`config.mk`:
```
export PLATFORM = sky130hd
export DESIGN_NAME = mem_access_unit
export DESIGN_NICKNAME = d
export VERILOG_FILES = /design/src/rtl/mem_access_unit.sv
export SDC_FILE = /design/constraint.sdc
export NUM_CORES = 1
export LEC_CHECK = 0
export CAP_MARGIN = 20
export CORE_MARGIN = 3
export CORE_UTILIZATION = 37
export DETAILED_ROUTE_END_ITERATION = 7
export PLACE_DENSITY = 0.79
export SETUP_SLACK_MARGIN = 0.2
export SYNTH_ARGS = -nofsm -noshare
export SYNTH_HDL_FRONTEND = slang
export SYNTH_SLANG_ARGS = --single-unit
```
`constraint.sdc`:
```
create_clock -name clk -period 1.8 [get_ports clk]
set_input_delay 0.27 -clock clk [delete_from_list [all_inputs] [get_ports clk]]
set_output_delay 0.27 -clock clk [all_outputs]
set_load 0.05 [all_outputs]
```
`src/rtl/mem_access_unit.sv`:
```
// LC-3 memory access stage: MAR/MDR registers plus a single-transaction read/write FSM.
// Optional abort-on-timeout is built only when MEM_TIMEOUT_EN is defined.
module mem_access_unit #(
  parameter int unsigned TIMEOUT_CYCLES = 15
) (
  input  logic        clk,
  input  logic        rst,
  input  logic [15:0] eabOut,
  input  logic [15:0] busIn,
  input  logic        ldMAR,
  input  logic        ldMDR,
  input  logic        req,
  input  logic        rw,
  input  logic        memReady,
  input  logic [15:0] memDataIn,
  output logic [15:0] memAddr,
  output logic [15:0] memDataOut,
  output logic        memEn,
  output logic        memWe,
  output logic [15:0] mdrOut,
  output logic        busy,
  output logic        done,
  output logic        err
);

  if (TIMEOUT_CYCLES < 1 || TIMEOUT_CYCLES > 255) begin : g_bad_timeout
    $error("mem_access_unit: TIMEOUT_CYCLES must be in 1..255");
  end

  typedef enum logic [1:0] {
    IDLE  = 2'd0,
    READ  = 2'd1,
    WRITE = 2'd2,
    DONE  = 2'd3
  } state_t;

  state_t      state, stateNext;
  logic [15:0] mar, mdr;
  logic        accepted;
  logic        inAccess;
  logic        timeoutHit;

  // Handshake: memEn is held high for the whole access; the transfer completes
  // in the first cycle where memEn && memReady, and memReady is ignored otherwise.
  assign accepted = (state == IDLE) && req;
  assign inAccess = (state == READ) || (state == WRITE);

`ifdef MEM_TIMEOUT_EN
  localparam logic [7:0] LAST_WAIT = 8'(TIMEOUT_CYCLES - 1);

  logic [7:0] waitCnt;
  logic       errReg;

  // Hit is evaluated only when memReady is low, so a late ready still wins.
  assign timeoutHit = inAccess && !memReady && (waitCnt == LAST_WAIT);

  always_ff @(posedge clk) begin
    if (rst) begin
      waitCnt <= 8'd0;
      errReg  <= 1'b0;
    end else begin
      if (accepted) begin
        waitCnt <= 8'd0;
        errReg  <= 1'b0;
      end else if (inAccess && !memReady) begin
        waitCnt <= waitCnt + 8'd1;
      end
      if (timeoutHit) errReg <= 1'b1;
    end
  end

  assign err = errReg;
`else
  assign timeoutHit = 1'b0;
  assign err        = 1'b0;
`endif

  always_ff @(posedge clk) begin
    if (rst) state <= IDLE;
    else     state <= stateNext;
  end

  always_comb begin
    stateNext = state;
    case (state)
      IDLE:    if (req) stateNext = rw ? WRITE : READ;
      READ:    if (memReady || timeoutHit) stateNext = DONE;
      WRITE:   if (memReady || timeoutHit) stateNext = DONE;
      DONE:    stateNext = IDLE;
      default: stateNext = IDLE;
    endcase
  end

  // Loads are honoured only in IDLE so the address/data stay frozen during an access.
  always_ff @(posedge clk) begin
    if (rst) begin
      mar <= 16'h0000;
      mdr <= 16'h0000;
    end else begin
      if (state == IDLE && ldMAR) mar <= eabOut;
      if (state == IDLE && ldMDR) mdr <= busIn;
      else if (state == READ && memReady) mdr <= memDataIn;
    end
  end

  assign memAddr    = mar;
  assign memDataOut = mdr;
  assign mdrOut     = mdr;
  assign memEn      = inAccess;
  assign memWe      = (state == WRITE);
  assign busy       = (state != IDLE);
  assign done       = (state == DONE);

endmodule

```
# Word-level counts from Yosys, hierarchy flattened

Cells that the tools add are included.

$add $sub $neg: 0
Multiply operators: 0
Div/mod/pow operators: 0
Order comparisons: 0
Eq/ne operators: 5
Shift operators: 0
Multiplexer cells: 6
Bitwise gates (word level): 0
Reduce and logical (&&, ||, !) cells: 9

Operator list:

| kind                 | count |
|---|---|
| $mux W16             | 2 |
| $mux W2              | 3 |
| $pmux W2 S3          | 1 |
| $eq A2 B2 Y1 const B | 2 |
| $reduce_bool A2 Y1   | 2 |
| $logic_and A1 B1 Y1  | 3 |
| $eq A2 B1 Y1 const B | 1 |
| $logic_not A2 Y1     | 1 |
| $ne A2 B1 Y1 const B | 1 |
| $ne A2 B2 Y1 const B | 1 |
| $reduce_and A2 Y1    | 1 |
| $reduce_or A2 Y1     | 1 |
| $logic_or A1 B1 Y1   | 1 |

Bits in registers: 34
Latch bits: 0
RAM bits: 0
ROM bits: 0
Input port bits: 55
Output and inout port bits: 53
Logic and storage cells: 23
Memories kept: 0

# Depth between registers and ports, before layout

Gate-level depths: netlist of run 1.

Word-level depth: 4
Mapped depth: 8
Gate-level depth less buffers: 5

# Worst setup path before layout of run 1

OpenSTA, ideal clock, no wires.

Path type: register to register
From: register state[1]
To: register state[0]
Setup time: 0.070 ns
Data arrival time: 1.479 ns
Required time: 1.730 ns
Slack: 0.251 ns
Cell stages (with the launch flop): 6
Path buffers: 0
Clock period less this slack: 1.549 ns
Cells stage by stage: dfxtp_1 inv_1 ha_1 nand2b_1 a21o_1 a21oi_1

Word-level cells in the longest chain between the ends: 4
Elaborated cells on any way between the ends: 9
Classes of those cells: eq/ne: 5; mux: 1; reduce/logical: 3

Ends and longest elaborated chain:

| what                                         | line | RTL |
|---|---|---|
| from (decl)                                  | 37   | `state_t state, stateNext;` |
| from (signal assigned)                       | 80   | `else state <= stateNext;` |
| $eq A2 B2 Y1 or $eq A2 B1 Y1 (tied branches) | 85   | `case (state)` |
| $reduce_or A2 Y1 (no line)                   | -    |  |
| $ne A2 B1 Y1 (no line)                       | -    |  |
| $reduce_and A2 Y1 (no line)                  | -    |  |

Several ways; a longest one is shown, not always the timed one.
A chain may end at the register's enable or synchronous reset.

# Worst setup path in the final report of run 1

From: register state[1]
To: output port busy

Word-level cells in the longest chain between the ends: 1

Ends and longest elaborated chain:

| what               | line | RTL |
|---|---|---|
| $reduce_bool A2 Y1 | 111  | `assign busy = (state != IDLE);` |
| to (decl)          | 21   | `output logic busy,` |

Every way passes these cells.

==> results.json, run 1 <==
{
  "crit_slowest_cell": "dfxtp_4",
  "crit_buf_inv": 4,
  "antenna_left": 0,
  "arrival_ps": 1290,
  "fin_crit_ps": 1560,
  "antenna_found_initial": 0,
  "drtPass1Iterations": 4,
  "stdcell_count": 343,
  "grt_usage_pct": 18.1,
  "die_area_um2": 5490,
  "grt_pass1_wl_mm": 7.61,
  "grt_pass1_vias": 1580,
  "cp_top_family": "buffers and inverters",
  "drt_iter0_markers": 96,
  "gp_congestion": 0.737,
  "worstHoldPathType": "register to register",
  "syn2layout_area_growth_pct": 61.3,
  "internal-power_mw": 2.29,
  "setup_viol": 0,
  "drc": 0,
  "initial_utilization_pct": 38.9,
  "crit_path_frequent_cell": "inv_1",
  "nNetsFinal": 350,
  "clock_sinks": 34,
  "avgSynthCellArea_um2": 8.53,
  "vias": 1709,
  "rsz0062_at_grt": "yes",
  "dpl.cell_count": 333,
  "final_core_util_pct": 62.7,
  "synth_top_area_share_pct": 39.7,
  "power_switching_share_pct": 51.2,
  "synth_seq_cells": 34,
  "ys_seq_area_share_pct": 39.7,
  "regToRegSetupSlack_ps": 360,
  "ir_drop_v": 0.00118,
  "grt_max_degree": 35,
  "syn_area_um2": 1720,
  "p_total_mw": 4.69,
  "fillCellCount": 397,
  "cpPeakStageDelay_ps": 360,
  "fp.dieW_um": 74.1,
  "num_io_pins": 108,
  "cts_max_level": 2,
  "wl_per_cell_um": 14.5,
  "clock-root-buffer": "clkbuf_8",
  "clock_skew_ps": 3.39,
  "yosys_warnings": 0,
  "crit_path_end_kind": "output port",
  "min_to": "memAddr[3]",
  "syn_inst": 201,
  "r2r-end": "mdrOut[2]",
  "clock_path_buffers": 2,
  "dieHeight_um": 74.1,
  "via_per_inst": 4.98,
  "rows": 24,
  "holdWs_ps": 450,
  "required_ps": 1530,
  "tns_ps": 0,
  "r2r_cells": 6,
  "synth_top_area_cell": "dfxtp_1",
  "drt-total-wl_mm": 4.99,
  "io_buffers": 106,
  "max_freq_mhz": 642,
  "min_path_cells": 2,
  "hold_viol": 0,
  "worstSetupPathType": "register to output port",
  "p_leak_nw": 1.24,
  "power.share.clock_pct": 14.7,
  "drive_gt1_share_pct": 14.8,
  "syn_nets": 261,
  "overflow": 0,
  "rr_startpoint": "state[1]",
  "dpl.hpwl_mm": 3.56,
  "power.switching_mw": 2.40,
  "cts_tree": "yes",
  "hp-start": "memAddr[3]",
  "status": "finished clean",
  "path_depth": 5,
  "start_kind": "register",
  "hold_buffers": 0,
  "ys_types": 24,
  "combinationalPowerShare_pct": 62.3,
  "drv_cap": 0,
  "crit_fanout": 7,
  "cts_buffers": 5,
  "synth_top_cells_by_area": "dfxtp_1 (40%), a311oi_2 (12%), nand2_1 (11%), buf_4 (7.9%), a21oi_1 (5.3%)",
  "path_clk_slew_ps": 70,
  "fin_crit_sh_pct": 86.5,
  "drv_slew": 0,
  "clk-insertion-delay-late_ps": 280,
  "placeableCoreArea_um2": 4410,
  "antenna_cells": 0,
  "p_per_area_nw_per_um2": 1690,
  "p_seq_share_pct": 23.0,
  "worstPathCellList": "inv_1, ha_4, buf_4, inv_1, buf_6"
}
-- final cells by class --
class | instances | area [um^2] | area share [%]
clock buffers | 5 | 68.8 | 2.49
clock inverters | 3 | 40.0 | 1.45
inverters | 3 | 11.3 | 0.407
multi-input cells | 133 | 827 | 29.9
flip-flops and latches | 34 | 684 | 24.7
well taps | 52 | 65.1 | 2.35
repair buffers | 113 | 1070 | 38.7
-- worst max path at each step --
stage / from / endpoint
5_1_grt: state[0] / busy
3_5_place_dp: state[0] / memAddr[2]
3_3_place_gp: state[0] / memAddr[9]
6_report: state[1] / busy
4_1_cts: state[0] / busy
2_1_floorplan: state[1] / state[0]
-- metrics by stage --
stage                     instance area [um^2]  setup slack [ps]
after floorplan                           1720               251
after global placement                    2670               125
after detailed placement                  2670               116
after CTS                                 2720              90.3
after global routing                      2770               173
final                                     2770               243
-- power groups by stage --
stage | combinational [mW] | sequential, mW | clock, mW
5_1_grt | 3.10 | 1.11 | 0.725
4_1_cts | 2.82 | 1.08 | 0.701
3_5_place_dp | 2.99 | 1.10 | 0
2_1_floorplan | 1.68 | 1.69 | 0
3_3_place_gp | 2.96 | 1.10 | 0
6_report | 2.92 | 1.08 | 0.688
-- worst min-delay path: cells and delay by family, from the launching register on --
family           cells  cell delay [ps]
flip-flops           1              310
AND/OR/NAND/NOR      1               50
AO/OA/AOI/OAI        1               50
-- kinds of logic after synthesis --
| group | count (synthesis) | synth area share, % |
|---|---|---|
| flops | 34 | 39.7 |
| mux | 1 | 0.584 |
| other cells | 1 | 0.219 |
| simple gates | 87 | 20.8 |
| fa+ha+maj | 5 | 3.65 |
| compound gates | 38 | 21.0 |
| buf+inv | 35 | 14.1 |
-- cells in the mapped netlist --
cell type / n
mux2i_1: 1
nand2b_1: 2
clkbuf_1: 1
o2111ai_1: 1
a311oi_2: 14
buf_4: 18
buf_6: 3
a21oi_1: 18
conb_1: 1
nand2_1: 51
a311oi_1: 3
a22o_4: 1
buf_8: 1
dfxtp_1: 34
ha_1: 5
clkbuf_2: 1
nor2_1: 16
buf_1: 2
inv_1: 3
a21o_1: 1
and2_1: 1
nand3_1: 16
buf_2: 6
nand2_2: 1
-- flip-flops by register name, indices dropped and copies added, names as in the netlist --
signal   count
mdrOut      16
memAddr     16
state        2
-- cell usage in the layout, fill, tap and decap left out, types with 2 or more instances in the layout --
cell             Yosys  routed
nand2_1             51      51
nand3_1             16      16
a311oi_1             3       3
dfxtp_1             34      33
inv_1                3       2
nor2_1              16      16
ha_1                 5       3
nand2b_1             2       2
clkdlybuf4s50_1      0      54
clkinv_2             0       2
buf_12               0       2
dlygate4sd2_1        0      46
buf_4               18      10
a311oi_2            14      14
a22o_4               1       2
clkbuf_8             0       5
a21oi_1             18      18
-- repair_timing --
item / 4_1_cts / 5_1_grt
resized for setup: 48 / 7
cloned: 0 / 1
hold endpoints to repair: 0 / 0
pin swaps: 0 / 1
setup buffers: 0 / 1
endpoints found under the setup margin: 78 / 17
-- metal layers --
| layer | track usage (%) | routed length (um) | vias to the layer above |
|---|---|---|---|
| li1 | - | - | 844 |
| met3 | 4.32 | 357 | 9 |
| met2 | 29.9 | 2480 | 71 |
| met5 | 0 | 0 | - |
| met1 | 22.7 | 2040 | 785 |
| met4 | 7.44 | 112 | 0 |
No activity file was read; power rests on OpenSTA's default activity.
==> run 2, diff against run 1 <==
==> constraint.sdc (replaced) <==
create_clock -name clk -period 1.53 [get_ports clk]
set_input_delay 0.2295 -clock clk [delete_from_list [all_inputs] [get_ports clk]]
set_output_delay 0.2295 -clock clk [all_outputs]
set_load 0.05 [all_outputs]
==> run 2 against run 1 <==
Final area up 14%. Worst setup slack worse by 170 ps. First-iteration DRC count down 17%. Global-route usage increased by 1.9 points. Wire length is 12% higher. Critical path depth grew 1. Power is 44% higher. Cell count up 3.2%. Largest cell class unchanged.
==> results.json, run 2 (synthesized netlist as in run 1, its figures left out) <==
{
  "status": "finished clean",
  "p_leak_nw": 1.29,
  "worstHoldPathType": "input port to register",
  "drt-total-wl_mm": 5.57,
  "fp.dieW_um": 74.1,
  "via_per_inst": 4.98,
  "p_per_area_nw_per_um2": 2130,
  "crit_path_end_kind": "register",
  "setup_viol": 0,
  "nNetsFinal": 361,
  "clock-root-buffer": "clkbuf_8",
  "antenna_found_initial": 0,
  "placed_cell_area_um2": 2830,
  "dpl.cell_count": 336,
  "holdWs_ps": 431,
  "vias": 1764,
  "path_clk_slew_ps": 70,
  "rsz0062_at_grt": "yes",
  "grt_pass1_vias": 1764,
  "clock_sinks": 34,
  "cts_tree": "yes",
  "wl_per_cell_um": 15.7,
  "stdcell_count": 354,
  "die_area_um2": 5490,
  "rows": 24,
  "io_buffers": 106,
  "placeableCoreArea_um2": 4410,
  "grt_pass1_wl_mm": 8.37,
  "clock_path_buffers": 2,
  "start_kind": "register",
  "drive_gt1_share_pct": 42.7,
  "drt_iter0_markers": 80,
  "antenna_left": 0,
  "cts_buffers": 5,
  "fin_crit_ps": 1460,
  "crit_fanout": 6,
  "arrival_ps": 1650,
  "ir_drop_v": 0.00168,
  "design_area_um2": 3160,
  "final_core_util_pct": 71.7,
  "grt_max_degree": 19,
  "antenna_cells": 0,
  "clock_skew_ps": 7.11,
  "hold_buffers": 0,
  "max_freq_mhz": 684,
  "final_cell_mix": "clkdlybuf4s50_1 (53), buf_4 (48), nand2_1 (43)",
  "cts_max_level": 2,
  "tns_ps": 0,
  "dieHeight_um": 74.1,
  "drtPass1Iterations": 4,
  "drv_slew": 0,
  "fin_crit_sh_pct": 95.6,
  "num_io_pins": 108,
  "syn2layout_area_growth_pct": 84.5,
  "initial_utilization_pct": 38.9,
  "grt_usage_pct": 20.0,
  "gp_congestion": 0.735,
  "clk-insertion-delay-late_ps": 280,
  "worstSetupPathType": "register to register",
  "hold_viol": 0,
  "final_common_cell": "clkdlybuf4s50_1",
  "required_ps": 1720,
  "drv_cap": 0,
  "dpl.hpwl_mm": 3.97,
  "overflow": 0,
  "drc": 0
}
run 2: routing by layer:
layer	global-route usage, %	vias to the layer above	wire, um
li1	-	866	-
met1	21.1	818	2010
met2	38.3	70	3040
met3	4.32	10	381
met4	7.85	0	140
met5	0	-	0
run 2: final timing paths:
path	depth (start not counted)	end	start	slack, ps
worst max-delay path	6	mdrOut[6]	state[0]	70
worst min-delay path	2	mdrOut[15]	rst	430
worst max register to register	6	mdrOut[6]	state[0]	70
worst min register to register	2	memAddr[1]	memAddr[1]	460
run 2: timing repair:
action                     CTS  global route
setup endpoints to repair   31            37
gates cloned                 1             1
gates resized for setup     15            19
setup buffers                8             0
pin swaps                    1             5
run 2: through the flow:
step                      setup slack [ps]  total power, mW
final                                 67.8             6.74
after global routing                  33.4             7.03
after CTS                             94.8             6.60
after detailed placement             -4.19             5.41
after global placement                56.1             5.33
after floorplan                        111             4.18
run 2: worst max-delay path, cell delays in order (launching register included):
cell	delay (ps)
dfxtp_4	380
inv_4	50
ha_4	170
buf_6	120
a22o_4	280
buf_12	160
a311oi_2	220
run 2: layout make-up:
type	count	area, um^2
timing repair buffer	125	1350
fill	324	1250
multi-input combinational	132	936
sequential	34	686
clock buffer	7	76.3
tap	52	65.1
clock inverter	1	30.0
inverter	3	20.0
run 2: report_power, final:
part / internal [mW] / switching (mW) / leakage, nW
combinational: 1.94 / 2.59 / 0.958
clock: 0.488 / 0.314 / 0.0524
sequential: 1.13 / 0.275 / 0.281
total: 3.55 / 3.18 / 1.29
